## src/rtl/id_ex_register_pkg.sv

```systemverilog
// Shared definitions for the ID/EX stage: control-bundle layout, field indices and opcodes.
package id_ex_register_pkg;

  localparam int unsigned CTRL_W = 12;

  // Bit positions of each field inside the flat control bundle
  localparam int unsigned CTRL_BRANCH_EQ   = 11;
  localparam int unsigned CTRL_BRANCH_NE   = 10;
  localparam int unsigned CTRL_ALU_OP_HI   = 9;
  localparam int unsigned CTRL_ALU_OP_LO   = 8;
  localparam int unsigned CTRL_MEM_READ    = 7;
  localparam int unsigned CTRL_MEM_WRITE   = 6;
  localparam int unsigned CTRL_MEM_TO_REG  = 5;
  localparam int unsigned CTRL_REG_DST     = 4;
  localparam int unsigned CTRL_REG_WRITE   = 3;
  localparam int unsigned CTRL_ALU_SRC     = 2;
  localparam int unsigned CTRL_SHIFT_UPPER = 1;
  localparam int unsigned CTRL_JUMP        = 0;

  localparam logic [5:0] OP_RTYPE = 6'h00;
  localparam logic [5:0] OP_JUMP  = 6'h02;
  localparam logic [5:0] OP_BEQ   = 6'h04;
  localparam logic [5:0] OP_BNE   = 6'h05;
  localparam logic [5:0] OP_ADDI  = 6'h08;
  localparam logic [5:0] OP_ORI   = 6'h0D;
  localparam logic [5:0] OP_LUI   = 6'h0F;
  localparam logic [5:0] OP_LW    = 6'h23;
  localparam logic [5:0] OP_SW    = 6'h2B;

  typedef struct packed {
    logic       branch_eq;
    logic       branch_ne;
    logic [1:0] alu_opcode;
    logic       memory_read;
    logic       memory_write;
    logic       memory_to_register;
    logic       register_destination;
    logic       register_write;
    logic       alu_source;
    logic       shift_upper;
    logic       jump;
  } ctrl_t;

  // True when the instruction reads rt as a source operand
  function automatic logic uses_rt(input ctrl_t c);
    return c.register_destination | c.memory_write | c.branch_eq | c.branch_ne;
  endfunction

endpackage

```

## src/rtl/id_ex_register_load_use_detect.sv

```systemverilog
// Load-use hazard detector: flags a decode instruction that reads the rt of a load sitting in EX.
module id_ex_register_load_use_detect #(
  parameter int unsigned REG_ADDR_W = 5
) (
  input  logic                  id_valid,
  input  logic [REG_ADDR_W-1:0] id_rs,
  input  logic [REG_ADDR_W-1:0] id_rt,
  input  logic                  id_uses_rt,
  input  logic                  ex_valid,
  input  logic                  ex_mem_read,
  input  logic [REG_ADDR_W-1:0] ex_rt,
  output logic                  haz
);

  logic w_rs_match;
  logic w_rt_match;

  assign w_rs_match = (ex_rt == id_rs);
  assign w_rt_match = id_uses_rt & (ex_rt == id_rt);

  // $0 is hardwired to zero, so a load into it never creates a dependency
  assign haz = id_valid & ex_valid & ex_mem_read & (ex_rt != '0) & (w_rs_match | w_rt_match);

endmodule

```

## src/rtl/id_ex_register.sv

```systemverilog
// ID/EX pipeline register with load-use bubble insertion, flush and hold.
// Optional statistics counters are enabled by defining ID_EX_STATS_EN.
module id_ex_register
  import id_ex_register_pkg::*;
#(
  parameter int unsigned DATA_W     = 32,
  parameter int unsigned REG_ADDR_W = 5,
  parameter int unsigned STAT_W     = 16
) (
  input  logic                  clk,
  input  logic                  rst_n,
  input  logic                  id_valid,
  input  logic [CTRL_W-1:0]     id_ctrl,
  input  logic [DATA_W-1:0]     id_pc_plus4,
  input  logic [DATA_W-1:0]     id_rs_data,
  input  logic [DATA_W-1:0]     id_rt_data,
  input  logic [DATA_W-1:0]     id_imm,
  input  logic [REG_ADDR_W-1:0] id_rs,
  input  logic [REG_ADDR_W-1:0] id_rt,
  input  logic [REG_ADDR_W-1:0] id_rd,
  input  logic [5:0]            id_funct,
  input  logic                  flush,
  input  logic                  hold,
  output logic                  ex_valid,
  output logic [CTRL_W-1:0]     ex_ctrl,
  output logic [DATA_W-1:0]     ex_pc_plus4,
  output logic [DATA_W-1:0]     ex_rs_data,
  output logic [DATA_W-1:0]     ex_rt_data,
  output logic [DATA_W-1:0]     ex_imm,
  output logic [REG_ADDR_W-1:0] ex_rs,
  output logic [REG_ADDR_W-1:0] ex_rt,
  output logic [REG_ADDR_W-1:0] ex_rd,
  output logic [5:0]            ex_funct,
`ifdef ID_EX_STATS_EN
  output logic [STAT_W-1:0]     stat_bubbles,
  output logic [STAT_W-1:0]     stat_holds,
`endif
  output logic                  load_use_stall
);

  ctrl_t                 w_id_ctrl;
  logic                  w_haz;
  logic                  w_bubble;

  logic                  r_valid,    w_valid_nxt;
  ctrl_t                 r_ctrl,     w_ctrl_nxt;
  logic [DATA_W-1:0]     r_pc_plus4;
  logic [DATA_W-1:0]     r_rs_data;
  logic [DATA_W-1:0]     r_rt_data;
  logic [DATA_W-1:0]     r_imm;
  logic [REG_ADDR_W-1:0] r_rs;
  logic [REG_ADDR_W-1:0] r_rt;
  logic [REG_ADDR_W-1:0] r_rd;
  logic [5:0]            r_funct;

  assign w_id_ctrl = ctrl_t'(id_ctrl);

  id_ex_register_load_use_detect #(
    .REG_ADDR_W (REG_ADDR_W)
  ) u_load_use_detect (
    .id_valid    (id_valid),
    .id_rs       (id_rs),
    .id_rt       (id_rt),
    .id_uses_rt  (uses_rt(w_id_ctrl)),
    .ex_valid    (r_valid),
    .ex_mem_read (r_ctrl.memory_read),
    .ex_rt       (r_rt),
    .haz         (w_haz)
  );

  // Hold outranks everything, flush outranks the hazard
  assign load_use_stall = w_haz & ~flush & ~hold;
  assign w_bubble       = flush | load_use_stall;

  // Next valid/control; an invalid slot always carries an all-zero bundle
  always_comb begin
    w_valid_nxt = r_valid;
    w_ctrl_nxt  = r_ctrl;
    if (!hold) begin
      if (w_bubble || !id_valid) begin
        w_valid_nxt = 1'b0;
        w_ctrl_nxt  = '0;
      end else begin
        w_valid_nxt = 1'b1;
        w_ctrl_nxt  = w_id_ctrl;
      end
    end
  end

  always_ff @(posedge clk or negedge rst_n) begin
    if (!rst_n) begin
      r_valid    <= 1'b0;
      r_ctrl     <= '0;
      r_pc_plus4 <= '0;
      r_rs_data  <= '0;
      r_rt_data  <= '0;
      r_imm      <= '0;
      r_rs       <= '0;
      r_rt       <= '0;
      r_rd       <= '0;
      r_funct    <= '0;
    end else begin
      r_valid <= w_valid_nxt;
      r_ctrl  <= w_ctrl_nxt;
      // Data fields are don't-care under a bubble, so they load whenever not held
      if (!hold) begin
        r_pc_plus4 <= id_pc_plus4;
        r_rs_data  <= id_rs_data;
        r_rt_data  <= id_rt_data;
        r_imm      <= id_imm;
        r_rs       <= id_rs;
        r_rt       <= id_rt;
        r_rd       <= id_rd;
        r_funct    <= id_funct;
      end
    end
  end

  assign ex_valid    = r_valid;
  assign ex_ctrl     = CTRL_W'(r_ctrl);
  assign ex_pc_plus4 = r_pc_plus4;
  assign ex_rs_data  = r_rs_data;
  assign ex_rt_data  = r_rt_data;
  assign ex_imm      = r_imm;
  assign ex_rs       = r_rs;
  assign ex_rt       = r_rt;
  assign ex_rd       = r_rd;
  assign ex_funct    = r_funct;

`ifdef ID_EX_STATS_EN
  logic [STAT_W-1:0] r_stat_bubbles;
  logic [STAT_W-1:0] r_stat_holds;

  // Saturating event counters
  always_ff @(posedge clk or negedge rst_n) begin
    if (!rst_n) begin
      r_stat_bubbles <= '0;
      r_stat_holds   <= '0;
    end else begin
      if (!hold && w_bubble && !(&r_stat_bubbles)) begin
        r_stat_bubbles <= r_stat_bubbles + STAT_W'(1);
      end
      if (hold && !(&r_stat_holds)) begin
        r_stat_holds <= r_stat_holds + STAT_W'(1);
      end
    end
  end

  assign stat_bubbles = r_stat_bubbles;
  assign stat_holds   = r_stat_holds;
`endif

endmodule
```

## config.mk

```make
export PLATFORM = sky130hd
export DESIGN_NAME = id_ex_register
export DESIGN_NICKNAME = d
export VERILOG_FILES = /design/src/rtl/id_ex_register_pkg.sv /design/src/rtl/id_ex_register_load_use_detect.sv /design/src/rtl/id_ex_register.sv
export SDC_FILE = /design/constraint.sdc
export NUM_CORES = 1
export LEC_CHECK = 0
export ABC_AREA = 1
export CAP_MARGIN = 20
export CORE_AREA = 2 2 128 130
export CTS_BUF_LIST = sky130_fd_sc_hd__clkbuf_4 sky130_fd_sc_hd__clkbuf_8
export DETAILED_ROUTE_END_ITERATION = 10
export DIE_AREA = 0 0 130 132
export PLACE_DENSITY = 0.85
export SLEW_MARGIN = 20
export SYNTH_ARGS = -nofsm -noshare
export SYNTH_HDL_FRONTEND = slang
export SYNTH_SLANG_ARGS = --single-unit
```

## constraint.sdc

```tcl
create_clock -name clk -period 1.41 [get_ports clk]
set_input_delay 0.141 -clock clk [delete_from_list [all_inputs] [get_ports clk]]
set_output_delay 0.141 -clock clk [all_outputs]
set_load 0.01 [all_outputs]
```

==> results.toml, run 1 <==
[synthesis]
synth.top_cell.area_share = 0.642
netlist_top_cells_area = "dfrtp_1 (64%), nand2_1 (29%), nand3_1 (1.3%)"
ys_types = 16
synth.largest_area_cell = "dfrtp_1"
synth_nets = 908
ys_ff_latch = 162
syn_avg_cell_area_sq_um = 8.51
yosysWarningCount = 0
syn_inst = 742
synth.yosys.seq_area_share = 0.642
netlist_area_sq_mm = 0.00631

[route]
wirelength_microns = 19900
vias = 5992
ant_nets = 0
post_drt_via_cell_ratio = 4.59
drc = 0
routedWlPerCell_microns = 15.2
drtIter0Drc = 250
drt-pass1-iter-count = 5

[sta]
slew_headroom = 0.486
hold_ws_ns = 0.217
setup-violations-final = 15
rsz0062_at_grt = "true"
slew_violations = 0
hold_viol = 0
worst_slack_ns = -0.326
max_freq_mhz = 576
layout_min_cycle_time_ns = 1.74
fin_crit_sh = 1.23
tightest_slew_ns = 0.771
final.setup_skew_ns = 0.00872

[global_routing]
grtUsageMet1 = 0.250
grt_max_degree = 97
grt_pass1_vias = 6019
antenna_found_initial = 2
grt_usage = 0.228
grt_use_met2 = 0.387
grt_first_pass_wirelength_microns = 30300
grt-busiest-layer = "met2"
gr-total-overflow = 0
met3_usage = 0.0921

[floorplan]
initial_core_util = 0.402
die_h_microns = 132
core_area_sq_mm = 0.0157
ios = 329
die_w_microns = 130
die_area_sq_mm = 0.0172
num_rows = 46

[cts]
htreeDepth = 4
root_buffer = "clkbuf_8"
cts.sink_count = 162
clock_path_buffers = 2
cts_tree = "done"
cts_made_buffers = 17
clock_latency_ns = 0.44
clkSlewWorstSetupHoldPaths_ns = 0.08

[critical_path]
reg2reg_slack_ns = -0.24
required_ns = 1.27
path_buf_inv = 3
setup.worst_path.class = "flip-flop to primary output"
arrival_ns = 1.60
path_cells = "buf_4, xnor2_2, nand3_1, nand2_1, nand2_2, inv_2, buf_6"
critical-path-top-delay-family = "flip-flops"
rr_endpoint = "ex_ctrl[6]"
critPathMaxFanout = 4
end_kind = "primary output"
crit_path_start_kind = "flip-flop"
cpMaxStageDelayCell = "dfrtp_1"
r2r_start = "ex_rt[4]"
r2r_cells = 10
critPathMaxStageDelay_ns = 0.41

[worst_hold_path]
whs_endpoint = "ex_pc_plus4[23]"
hold_path.startpoint = "hold"
min_delay_path_depth = 5
hold_path.class = "input port to flip-flop"

[finish]
finalNetCount = 1244
layout-drive-gt1-share = 0.0717
syn2layout_area_growth_pct = 62.4
fin_area_sq_mm = 0.0103

[power]
power.density_mw_per_mm2 = 1090
leakage_nw = 5.57
vdd_drop_max_mv = 0.618

[placement]
place_area_sq_mm = 0.00988
dp_hpwl_microns = 14200
port_buffers = 328
gp_congestion = 0.771

[status]
status = "finished, violations left"
violations = "setup timing"

[flow_run]
drv_cap = 0
## where the power goes
part	internal [W]	total [W]	switching, W
Sequential	0.00504	0.00526	0.000218
Combinational	0.00105	0.00207	0.00102
Clock	0.00215	0.00381	0.00167
## kinds of logic after synthesis
| logic type | after synthesis | share of synthesized area |
|---|---|---|
| simple gates | 513 | 0.310 |
| flops | 162 | 0.642 |
| buf+inv | 57 | 0.0396 |
| compound gates | 9 | 0.00713 |
| xor+xnor | 1 | 0.00139 |
## registers in the layout, summed over array words and instances (netlist names)
signal       cells
ex_rt            5
ex_rs_data      32
ex_imm          32
ex_ctrl         12
ex_funct         6
ex_rt_data      32
ex_pc_plus4     32
ex_valid         1
ex_rd            5
ex_rs            5
## tightest hold or removal path, cell delays in order
cell and delay [ns]:
buf_4 0.10, inv_4 0.04, buf_4 0.21, nand2_1 0.09
nand2_1 0.04
## cell type report
| type | instances | area (sq um) |
|---|---|---|
| fillers | 1276 | 5460 |
| flip-flops and latches | 162 | 4050 |
| repair buffers | 354 | 3350 |
| multi-input cells | 523 | 2060 |
| well taps | 216 | 270 |
| clock buffers | 19 | 255 |
| clock inverters | 10 | 185 |
| inverters | 20 | 77.6 |
| diodes | 1 | 2.50 |
## cell usage after synthesis
library cell and instances:
buf_6 2, nand2_2 1, inv_4 1, inv_1 19, dfrtp_1 162, buf_2 12
nor2_1 7, nor3_1 1, clkbuf_1 21, nand3_1 16, o21ai_0 9, xnor2_1 1
buf_1 1, nand2_1 487, buf_4 1, nor2_4 1
## stage by stage
stage	setup slack, ns	power [W]	util	cells	TNS [ns]
floorplan	0.126	0.00606	-	742	0
global placement	-0.511	0.00764	0.629	1267	-3.48
detailed placement	-0.501	0.00768	0.629	1267	-3.86
CTS	-0.406	0.0112	0.649	1302	-2.20
global route	-0.419	0.0117	0.653	1305	-3.91
finish	-0.326	0.0111	0.653	1305	-3.07
## metal layers
layer  up-vias  wire length [microns]
met5         -                     16
met4         2                    594
met3        42                   2000
met2       264                   9740
met1      2787                   7530
li1       2897                      -
## cells in the final DEF, fill, tap and decap left out, types with 3 or more instances in the layout
cell type,count
buf_12,4
buf_4,15
buf_6,10
bufinv_16,5
clkbuf_8,18
clkdlybuf4s50_1,163
dfrtp_1,162
dlygate4sd2_1,159
inv_1,16
inv_2,3
nand2_1,483
nand2_2,5
nand3_1,10
nand3_2,6
nor2_1,7
o21ai_0,9
## worst max-delay path by stage
stage	from	to	slack [ns]	depth (start not counted)
2_1_floorplan	ex_rt[2]	load_use_stall	0.13	9
3_3_place_gp	id_rt[3]	load_use_stall	-0.51	10
3_5_place_dp	id_rt[3]	load_use_stall	-0.50	10
4_1_cts	ex_rt[4]	load_use_stall	-0.41	9
5_1_grt	ex_rt[4]	load_use_stall	-0.42	7
6_report	ex_rt[4]	load_use_stall	-0.33	7
## timing repair
action / 4_1_cts / 5_1_grt
gates resized for setup: 181 / 19
pin swaps: 4 / 7
setup buffers: 4 / 2
setup endpoints to repair: 176 / 17
hold endpoints to repair: 74 / 0
cloned: 1 / 0
hold buffers: 1 / 0
(Power assumes the default switching activity.)
==> run 2: changes to the inputs <==
Settings changed: ABC_AREA 1 to not set, CORE_AREA 2 2 128 130 to 2 2 127 129, DIE_AREA 0 0 130 132 to 0 0 129 131, PLACE_DENSITY 0.85 to 0.86, TNS_END_PERCENT set to 20.
==> results.toml, run 2 <==
[cts]
root_buffer = "clkbuf_8"
clock_latency_ns = 0.44
cts.sink_count = 162
cts_tree = "done"
cts_made_buffers = 17
htreeDepth = 4
clkSlewWorstSetupHoldPaths_ns = 0.08
clock_path_buffers = 2

[route]
drt-pass1-iter-count = 4
drc = 0
routedWlPerCell_microns = 18.7
ant_nets = 0
wirelength_microns = 18200
vias = 4691
post_drt_via_cell_ratio = 4.80
drtIter0Drc = 150

[sta]
hold_viol = 0
hold_ws_ns = 0.0457
final.setup_skew_ns = 0.00801
layout_min_cycle_time_ns = 1.96
slew_violations = 0
worst_slack_ns = -0.553
slew_headroom = 0.688
max_freq_mhz = 509
setup-violations-final = 14
rsz0062_at_grt = "true"
tightest_slew_ns = 0.461
fin_crit_sh = 1.39

[synthesis]
ys_types = 20
yosysWarningCount = 0
synth.largest_area_cell = "dfrtp_1"
ys_ff_latch = 162
synth.yosys.seq_area_share = 0.651
netlist_area_sq_mm = 0.00623
netlist_top_cells_area = "dfrtp_1 (65%), mux2_2 (27%), a32oi_1 (1.7%)"
synth.top_cell.area_share = 0.651
synth_nets = 560
synthArstFlopShare = 1.00
syn_avg_cell_area_sq_um = 15.8
ys.flop_type = "dfrtp_1"
synth_commonest_cells = "dfrtp_1 (162), mux2_2 (149), nand2_1 (14)"
synth_edf_count = 0
syn_inst = 394
yosysMostFrequentCell = "dfrtp_1"

[critical_path]
path_cells = "or4_4, o211ai_4, nor3b_2, buf_2"
end_kind = "primary output"
path_buf_inv = 1
setup.worst_path.class = "flip-flop to primary output"
cp-startpoint = "ex_rt[1]"
reg2reg_slack_ns = -0.29
crit_path_start_kind = "flip-flop"
cpMaxStageDelayCell = "or4_4"
critPathMaxStageDelay_ns = 0.56
required_ns = 1.27
crit_end = "load_use_stall"
rr_endpoint = "ex_ctrl[1]"
arrival_ns = 1.82
cp.depth = 4
critPathMaxFanout = 4
critical-path-top-delay-family = "simple AND/OR/NAND/NOR gates"
r2r_cells = 5
r2r_start = "ex_rt[1]"

[floorplan]
die_w_microns = 129
num_rows = 46
initial_core_util = 0.399
die_area_sq_mm = 0.0169
die_h_microns = 131
core_area_sq_mm = 0.0156
ios = 329

[power]
leakage_nw = 4.48
clkPwrFrac = 0.308
seqPwrFrac = 0.483
power_switching_w = 0.00293
vdd_drop_max_mv = 0.647
switching_share = 0.264
intPower_w = 0.00817
power.density_mw_per_mm2 = 1090
finalPower_w = 0.0111
power_frac_comb = 0.209

[finish]
finalNetCount = 915
final_util = 0.653
syn2layout_area_growth_pct = 63.5
final_cell_mix = "clkdlybuf4s50_1 (163), dfrtp_1 (160), dlygate4sd2_1 (155)"
fin_area_sq_mm = 0.0102
layout-drive-gt1-share = 0.296
n_antenna_cell = 0
final_common_cell = "clkdlybuf4s50_1"

[placement]
pre_cts_slack_ns = -0.747
port_buffers = 328
gp_congestion = 0.801
place_area_sq_mm = 0.00994
dp_hpwl_microns = 14200

[global_routing]
gr-total-overflow = 0
grt_usage = 0.211
grt_max_degree = 54
antenna_found_initial = 0
grt_first_pass_wirelength_microns = 27000
grt_pass1_vias = 5128

[worst_hold_path]
hold_path.class = "input port to flip-flop"

[status]
status = "finished, violations left"
violations = "setup timing"

[flow_run]
drv_cap = 0
## run 2: worst min-delay path by stage
stage | start | to | slack, ns | cells after the start
CTS | hold | ex_valid | 0.03 | 4
finish | hold | ex_valid | 0.05 | 4
global placement | rst_n | ex_pc_plus4[11] | 0.08 | 1
detailed placement | rst_n | ex_rt_data[16] | 0.09 | 1
global route | hold | ex_valid | 0.07 | 4
floorplan | rst_n | ex_ctrl[0] | -0.15 | 0
## run 2: final cells by class
class / instances / area, sq um
timing repair buffer: 360 / 3370
clock buffer: 20 / 269
multi-input combinational: 208 / 2080
fill: 1201 / 5410
clock inverter: 11 / 131
tap: 216 / 270
sequential: 162 / 4060
## run 2: worst reg2reg max path, stage by stage, from the launching register on
cell	delay, ns
dfrtp_2	0.44
or4_4	0.56
o211ai_4	0.18
buf_4	0.22
a32oi_1	0.14
o21ai_0	0.09
## run 2: kinds of logic (layout without fill, tap and decap cells)
group | after synthesis | after routing | synth area share
multiplexers | 149 | 149 | 0.269
XOR/XNOR | 10 | 10 | 0.0141
AND/OR/NAND/NOR | 20 | 20 | 0.0143
AO/OA/AOI/OAI | 29 | 29 | 0.0329
buffers and inverters | 24 | 391 | 0.0187
flip-flops | 162 | 162 | 0.651
## run 2: per-layer routing
metal	GRT usage	share of wire
met1	0.233	0.35
met2	0.378	0.54
met3	0.0668	0.082
met4	0.0857	0.021
met5	0	0
## run 2: power groups by stage
stage,sequential [W],clock (W),combinational (W)
floorplan,0.00566,0,0.000630
global placement,0.00543,0,0.00257
detailed placement,0.00547,0,0.00265
CTS,0.00536,0.00351,0.00235
global route,0.00541,0.00372,0.00249
finish,0.00536,0.00341,0.00232
## run 2: repair_timing
item | CTS | global route
buffers inserted | 5 | 0
setup endpoints to repair | 176 | 14
hold buffers | 1 | 0
cloned | 0 | 0
resized for setup | 188 | 2
hold endpoints to repair | 126 | 0
pin swaps | 2 | 1
## run 2: stage by stage
| step | cells | TNS, ns |
|---|---|---|
| floorplan | 394 | -2.00 |
| global placement | 941 | -4.60 |
| finish | 977 | -4.05 |
| detailed placement | 941 | -4.51 |
| global route | 977 | -5.00 |
| CTS | 977 | -4.42 |
